`src/rtl/column_reduce.sv`:
```
`default_nettype none
// column_reduce: sums every column of each beat, then accumulates the beat sums over a frame.
// Build option COLUMN_REDUCE_SAT_EN clips each frame result to the signed DATA_W range.  Revision 1.0
module column_reduce #(
    parameter int DATA_W   = 32,
    parameter int NUM_COLS = 8,
    parameter int BEATS    = 8,
    parameter int ACC_W    = DATA_W + $clog2(NUM_COLS) + $clog2(BEATS)
) (
    input  logic                       clk,
    input  logic                       reset,
    input  logic                       startAdd,
    input  logic                       inValid,
    input  logic [NUM_COLS*DATA_W-1:0] colData,
    output logic [ACC_W-1:0]           colAddResult,
    output logic                       colAddResult_Valid,
    output logic                       busy,
    output logic                       frameAbort,
    output logic                       satFlag
);
    localparam int               CNT_W     = $clog2(BEATS);
    localparam logic [CNT_W-1:0] LAST_BEAT = CNT_W'(BEATS - 1);

    typedef enum logic {
        IDLE  = 1'b0,
        ACCUM = 1'b1
    } state_t;

    state_t           state;
    logic [CNT_W-1:0] beat_cnt;

    logic             accept;
    logic             beat_last;
    logic [ACC_W-1:0] beat_sum;

    logic             s1_valid;
    logic             s1_first;
    logic             s1_last;
    logic [ACC_W-1:0] s1_sum;

    logic [ACC_W-1:0] acc;
    logic [ACC_W-1:0] acc_next;
    logic [ACC_W-1:0] result_next;
    logic             clip;

    // A start beat is always index 0, so it can never also close the frame.
    assign accept    = inValid && (startAdd || state == ACCUM);
    assign beat_last = !startAdd && (beat_cnt == LAST_BEAT);

    always_comb begin
        beat_sum = '0;
        for (int k = 0; k < NUM_COLS; k++) begin
            beat_sum = beat_sum + ACC_W'($signed(colData[k*DATA_W +: DATA_W]));
        end
    end

    // beat_cnt holds the index of the next beat expected in the open frame.
    always_ff @(posedge clk or negedge reset) begin
        if (!reset) begin
            state      <= IDLE;
            beat_cnt   <= '0;
            busy       <= 1'b0;
            frameAbort <= 1'b0;
        end else begin
            frameAbort <= accept && startAdd && (state == ACCUM);
            if (accept) begin
                if (startAdd) begin
                    state    <= ACCUM;
                    beat_cnt <= CNT_W'(1);
                    busy     <= 1'b1;
                end else if (beat_cnt == LAST_BEAT) begin
                    state    <= IDLE;
                    beat_cnt <= '0;
                    busy     <= 1'b0;
                end else begin
                    beat_cnt <= beat_cnt + CNT_W'(1);
                end
            end
        end
    end

    always_ff @(posedge clk or negedge reset) begin
        if (!reset) begin
            s1_valid <= 1'b0;
            s1_first <= 1'b0;
            s1_last  <= 1'b0;
            s1_sum   <= '0;
        end else begin
            s1_valid <= accept;
            if (accept) begin
                s1_first <= startAdd;
                s1_last  <= beat_last;
                s1_sum   <= beat_sum;
            end
        end
    end

    assign acc_next = s1_first ? s1_sum : (acc + s1_sum);

`ifdef COLUMN_REDUCE_SAT_EN
    localparam logic [ACC_W-1:0] SAT_MAX = {{(ACC_W-DATA_W+1){1'b0}}, {(DATA_W-1){1'b1}}};
    localparam logic [ACC_W-1:0] SAT_MIN = ~SAT_MAX;

    always_comb begin
        result_next = acc_next;
        clip        = 1'b0;
        if ($signed(acc_next) > $signed(SAT_MAX)) begin
            result_next = SAT_MAX;
            clip        = 1'b1;
        end else if ($signed(acc_next) < $signed(SAT_MIN)) begin
            result_next = SAT_MIN;
            clip        = 1'b1;
        end
    end
`else
    assign result_next = acc_next;
    assign clip        = 1'b0;
`endif

    // The final frame total is formed and registered on the same edge, giving two-cycle latency.
    always_ff @(posedge clk or negedge reset) begin
        if (!reset) begin
            acc                <= '0;
            colAddResult       <= '0;
            colAddResult_Valid <= 1'b0;
            satFlag            <= 1'b0;
        end else begin
            colAddResult_Valid <= s1_valid && s1_last;
            if (s1_valid) begin
                acc <= acc_next;
            end
            if (s1_valid && s1_last) begin
                colAddResult <= result_next;
                satFlag      <= clip;
            end
        end
    end

endmodule
`default_nettype wire

```
`config.mk`:
```
export PLATFORM = sky130hd
export DESIGN_NAME = column_reduce
export DESIGN_NICKNAME = d
export VERILOG_FILES = /design/src/rtl/column_reduce.sv
export SDC_FILE = /design/constraint.sdc
export NUM_CORES = 1
export LEC_CHECK = 0
export BUFFER_PORTS_ARGS = -buffer_cell sky130_fd_sc_hd__buf_2
export CORE_UTILIZATION = 57
export DETAILED_ROUTE_END_ITERATION = 16
export GPL_TIMING_DRIVEN = 0
export PLACE_DENSITY = 0.83
export SLEW_MARGIN = 20
export SYNTH_ARGS = -nofsm -noshare
export SYNTH_HDL_FRONTEND = slang
export SYNTH_SLANG_ARGS = --single-unit
```
`constraint.sdc`:
```
create_clock -name clk -period 3.8 [get_ports clk]
set_input_delay 0.57 -clock clk [delete_from_list [all_inputs] [get_ports clk]]
set_output_delay 0.57 -clock clk [all_outputs]
set_load 0.01 [all_outputs]
```
==> results_dict.tcl, run 1 <==
set metrics [dict create \
    drtAntennaViolNets 0 \
    timing.hold.ws_ns 0.0879 \
    critPathLaunchType "primary input" \
    cp_max_fo 6 \
    ir_worst_vdd_v 0.000653 \
    rows 56 \
    cts_made_buffers 17 \
    grt_pass1_wl_mm 54.9 \
    clock-sinks 123 \
    clkPwrFrac 0.080 \
    powerDensity_nw_per_um2 1160 \
    max_freq_ghz 0.201 \
    p_int_w 0.0102 \
    fill_cells 1738 \
    cts_root_buffer "clkbuf_16" \
    cts_tree "yes" \
    reg2reg_depth 13 \
    worstPathRequired_ns 4.10 \
    crit-reg2reg-capture "acc[22]$_DFFE_PN0P_" \
    worst_path_largest_cell_delay_ns 0.59 \
    cap_viol_max_count 0 \
    syn_to_final_growth_pct 24.0 \
    ys.flop_type "dfrtp_1" \
    tightestPinTransition_ns 0.795 \
    power_frac_comb 0.798 \
    avgRoutedWirePerCell_um 15.7 \
    dieWidth_um 157 \
    hold_violations 0 \
    rsz0062_at_grt "yes" \
    gp_congestion 0.922 \
    nNetsFinal 2427 \
    finalClockSkew_ns 0.00925 \
    cp.arrival_ns 5.26 \
    start_util 0.583 \
    power_w 0.0198 \
    synthesis.nets 2075 \
    grt_pass1_vias 11950 \
    worst_setup_hold_path_clk_slew_ns 0.06 \
    die_h_um 157 \
    port_buffers 300 \
    rrSetupSlack_ns 0.43 \
    final_common_cell "inv_1" \
    drv_slew 0 \
    synth_cell_type_count 72 \
    maxSlewHeadroom 0.470 \
    synth_edf_count 0 \
    core_um2 23600 \
    cts.path.max_buffers 2 \
    netlist_area_um2 13800 \
    postSynthAreaPerCell_um2 8.93 \
    final_util 0.723 \
    slowest_stage "or4_4" \
    seq_area_um2 3080 \
    seq_area_frac_synth 0.224 \
    ctsHtreeMaxLevel 4 \
    grt_use_total 0.283 \
    viasPerCell 5.33 \
    place_area_um2 15800 \
    p_leak_nw 9.01 \
    worstSetupPathType "in -> reg" \
    drc 0 \
    ys_ff_latch 123 \
    ys_warn_count 0 \
    antenna_found_initial 0 \
    r2r-start "s1_sum[0]$_DFFE_PN0P_" \
    first_pass_iters 5 \
    endpoint_kind "flip-flop" \
    grt_overflow 0 \
    critical_path.cell_chain "buf_2 -> inv_1 -> fa_1 -> inv_1 -> fa_1 -> fa_1 -> fa_1 -> ha_2 -> nand3_1 -> nor2_1 -> nand2_1 -> or4_4 -> o211ai_4 -> a41oi_2 -> o21a_1 -> o21a_1 -> o2111ai_1 -> o21ai_1" \
    async_flop_share 1.00 \
    p_sw_frac 0.483 \
    drive_gt1_frac 0.242 \
    netlist_instances 1542 \
    setup_viol 33 \
    fin_setup_tns_ns -25.45 \
    status "complete, but fails checks" \
    routed_wl_mm 34.9 \
    dr.first_iter.drc_count 764 \
    clock_latency_ns 0.43 \
    mostFrequentLayoutCells "356 x inv_1, 296 x buf_2, 196 x fa_1" \
    io_pins 302 \
    path_common_cell "fa_1" \
    switchingPower_w 0.00955 \
    setup_slack_ns -1.16 \
    hp-class "in -> async" \
    grt_max_degree 68 \
    die-area_um2 24800 \
    min_period_ns 4.96 \
    dr_total_vias 11857 \
    multi_input_area_um2 9600 \
    design_area_um2 17100 \
    violations "setup timing" \
    dp.final_hpwl_mm 27.2 \
    fin_crit_sh 1.31 \
    n_antenna_cell 0 \
    p_seq_frac 0.122 \
]
==> power by group through the flow <==
stage          combinational, W  sequential (W)  clock, W
5_1_grt                  0.0174         0.00247   0.00165
6_report                 0.0158         0.00241   0.00159
3_3_place_gp             0.0124         0.00238         0
4_1_cts                  0.0142         0.00240   0.00159
3_5_place_dp             0.0127         0.00240         0
2_1_floorplan           0.00995         0.00237         0
==> worst max-delay path: cells and delay by family <==
kind | cells | cell delay (ns)
fa+ha+maj | 5 | 2.38
compound gates | 6 | 1.10
simple gates | 4 | 1.02
buf+inv | 3 | 0.19
==> metrics by stage <==
step | worst slack [ns] | std cells
floorplan | -1.07 | 1542
CTS | -1.08 | 2209
global placement | -1.79 | 2161
finish | -1.16 | 2225
detailed placement | -1.82 | 2162
global route | -1.30 | 2225
==> routing by layer <==
layer  up-vias  GRT usage  wire [um]
met4         0      0.100        808
met3        63     0.0457       2330
met2       432      0.516      18500
li1       5580          -          -
met5         -          0          0
met1      5782      0.334      13200
==> worst max-delay path by stage <==
stage	depth (start not counted)	end	startpoint	slack, ns
floorplan	20	s1_sum[32]$_DFFE_PN0P_	colData[2]	-1.07
global placement	21	s1_sum[32]$_DFFE_PN0P_	colData[2]	-1.79
detailed placement	21	s1_sum[32]$_DFFE_PN0P_	colData[2]	-1.82
CTS	21	s1_sum[32]$_DFFE_PN0P_	colData[66]	-1.08
global route	18	s1_sum[36]$_DFFE_PN0P_	colData[116]	-1.30
finish	18	s1_sum[36]$_DFFE_PN0P_	colData[110]	-1.16
==> final cells by class <==
class	count	share of cell area
repair buffers	333	0.108
clock buffers	24	0.0282
flip-flops and latches	123	0.180
well taps	319	0.0234
inverters	366	0.0811
clock inverters	7	0.00528
multi-input cells	1007	0.563
plain buffers	46	0.0110
==> state kept, by name, summed over array words and instances, names as in the netlist <==
signal,cells
s1_valid,1
acc,38
colAddResult_Valid,1
s1_last,1
state,1
s1_sum,38
colAddResult,38
beat_cnt,3
s1_first,1
frameAbort,1
==> kinds of logic (layout without fill, tap and decap cells) <==
family | count (synthesis) | count (layout) | share of synthesized area
mux | 13 | 13 | 0.00982
xor+xnor | 59 | 59 | 0.0375
compound gates | 337 | 337 | 0.154
simple gates | 324 | 324 | 0.106
flops | 123 | 123 | 0.224
other cells | 1 | 1 | 0.000272
fa+ha+maj | 273 | 273 | 0.356
buf+inv | 412 | 776 | 0.113
==> Yosys cell counts, drive strengths merged (9+ instances only) <==
library cell,count,area (um2)
nand2,125,469
a21o,34,258
clkbuf,40,150
o21bai,11,86.3
and3,13,83.8
mux2i,9,90.1
nand4,10,62.6
fa,197,3940
xnor2,30,263
ha,76,951
dfrtp,123,3080
a21oi,121,606
nor2,101,379
o21a,10,75.1
nand3,24,120
nor2b,14,87.6
xor2,29,254
inv,366,1370
o21ai,93,469
a31oi,12,75.1
==> timing repair <==
| action | 4_1_cts | 5_1_grt |
|---|---|---|
| pin swaps | 32 | 36 |
| gates resized for setup | 56 | 43 |
| setup buffers | 16 | 18 |
| hold buffers | 0 | 0 |
| endpoints found under the setup margin | 31 | 32 |
Power figures use the tool's default switching activity.
==> run 2: changes to the inputs <==
- CORE_UTILIZATION: 57 -> 58
- CTS_BUF_LIST: unset -> sky130_fd_sc_hd__clkbuf_2 sky130_fd_sc_hd__clkbuf_4 sky130_fd_sc_hd__clkbuf_8
- PLACE_DENSITY: 0.83 -> 0.84
==> run 2 against run 1 <==
Sequential power hardly changed; sequential cell count did not move; via count shrank 0.29%; routed wire length down 0.44%; the flow still finishes with violations (setup timing); largest power group unchanged.
==> results_dict.tcl, run 2 (synthesis gave the netlist of run 1 again) <==
set metrics [dict create \
    cts_hold_buf 0 \
    rows 56 \
    p_leak_nw 8.95 \
    status "complete, but fails checks" \
    routed_wl_mm 34.7 \
    mostFrequentLayoutCells "352 x inv_1, 295 x buf_2, 195 x fa_1" \
    core_um2 23400 \
    cap_viol_max_count 0 \
    multi_input_area_um2 9590 \
    start_util 0.588 \
    dr_total_vias 11823 \
    rsz0062_at_grt "yes" \
    avgRoutedWirePerCell_um 15.6 \
    cts_tree "yes" \
    dieWidth_um 156 \
    hp-class "in -> async" \
    clock_latency_ns 0.46 \
    dp.final_hpwl_mm 27.2 \
    grt_pass1_vias 11843 \
    worst_setup_hold_path_clk_slew_ns 0.07 \
    drive_gt1_frac 0.249 \
    viasPerCell 5.30 \
    cts_root_buffer "clkbuf_8" \
    io_pins 302 \
    hold_violations 0 \
    max_freq_ghz 0.206 \
    power_w 0.0194 \
    drv_slew 0 \
    first_pass_iters 5 \
    grt_use_total 0.280 \
    grt_max_degree 65 \
    ctsHtreeMaxLevel 4 \
    timing.hold.ws_ns 0.0736 \
    powerDensity_nw_per_um2 1150 \
    p_seq_frac 0.125 \
    largestRegisters "acc: 38 flops, colAddResult: 38 flops, s1_sum: 38 flops" \
    antenna_found_initial 1 \
    maxSlewHeadroom 0.470 \
    critPathLaunchType "primary input" \
    drtAntennaViolNets 0 \
    final_common_cell "inv_1" \
    switchingPower_w 0.00948 \
    finalClockSkew_ns 0.0143 \
    setup_slack_ns -1.06 \
    syn_to_final_growth_pct 22.9 \
    fill_cells 1785 \
    violations "setup timing" \
    port_buffers 300 \
    final_cells 2230 \
    fin_crit_sh 1.28 \
    nNetsFinal 2432 \
    cp_max_fo 3 \
    cp.arrival_ns 5.19 \
    clkPwrFrac 0.059 \
    tightestPinTransition_ns 0.796 \
    power_frac_comb 0.816 \
    setup_viol 33 \
    worstSetupPathType "in -> reg" \
    cts.path.max_buffers 2 \
    p_sw_frac 0.489 \
    die_h_um 156 \
    design_area_um2 16900 \
    p_int_w 0.00991 \
    endpoint_kind "flip-flop" \
    n_antenna_cell 0 \
    seq_area_um2 3080 \
    rrSetupSlack_ns 0.46 \
    ir_worst_vdd_v 0.000791 \
    dr.first_iter.drc_count 638 \
    grt_pass1_wl_mm 54.0 \
    die-area_um2 24400 \
    min_period_ns 4.86 \
    fin_setup_tns_ns -24.99 \
    cts_made_buffers 17 \
    grt_overflow 0 \
    place_area_um2 15800 \
    clock-sinks 123 \
    gp_congestion 0.928 \
    drc 0 \
    worstPathRequired_ns 4.13 \
    placedCellCount 2162 \
]
[run 2: layout make-up]
type                       count  share of cell area
timing repair buffer         338               0.112
tap                          319              0.0236
inverter                     366              0.0817
sequential                   123               0.182
clock inverter                12             0.00732
multi-input combinational   1007               0.567
clock buffer                  19              0.0155
buffer                        46              0.0115
[run 2: what timing repair did]
item	in CTS	in global routing
pin swaps	34	46
gates resized for setup	52	54
setup buffers	19	21
endpoints found under the setup margin	31	32
[run 2: metrics by stage]
step / utilization / worst slack [ns]
2_1_floorplan: - / -1.07
3_3_place_gp: 0.675 / -1.81
3_5_place_dp: 0.677 / -1.87
4_1_cts: 0.708 / -1.21
5_1_grt: 0.723 / -1.21
6_report: 0.723 / -1.06
[run 2: worst max-delay path: stages]
cell and delay, ns:
buf_6 0.07, inv_2 0.03, fa_1 0.56, inv_2 0.05
fa_1 0.49, fa_1 0.52, inv_2 0.04, fa_1 0.50
inv_2 0.05, ha_4 0.16, fa_2 0.34, a21o_1 0.20
a21o_2 0.22, a211oi_4 0.25, buf_4 0.16, o31a_1 0.21
o21ai_4 0.10, a31oi_4 0.23, o21bai_1 0.12, xnor2_1 0.22
o21ai_1 0.08
[run 2: path summary, 6_finish.rpt]
kind	startpoint	to	cells past startpoint
max	colData[66]	s1_sum[22]$_DFFE_PN0P_	21
min	reset	colAddResult[25]$_DFFE_PN0P_	1
max reg2reg	s1_sum[0]$_DFFE_PN0P_	acc[22]$_DFFE_PN0P_	13
min reg2reg	colAddResult[33]$_DFFE_PN0P_	colAddResult[33]$_DFFE_PN0P_	2
max in group asynchronous	reset	acc[12]$_DFFE_PN0P_	2
min in group clk	startAdd	beat_cnt[2]$_DFFE_PN0P_	2
[run 2: power by group through the flow]
stage | combinational [W] | sequential (W) | clock, W
detailed placement | 0.0128 | 0.00241 | 0
CTS | 0.0142 | 0.00240 | 0.00116
floorplan | 0.00995 | 0.00237 | 0
global placement | 0.0124 | 0.00239 | 0
finish | 0.0158 | 0.00242 | 0.00115
global route | 0.0173 | 0.00248 | 0.00121
[run 2: per-layer routing]
metal  share of wire  GRT usage
met1            0.39      0.341
met2            0.52      0.505
met3           0.058     0.0392
met4           0.027      0.100
met5         0.00026          0
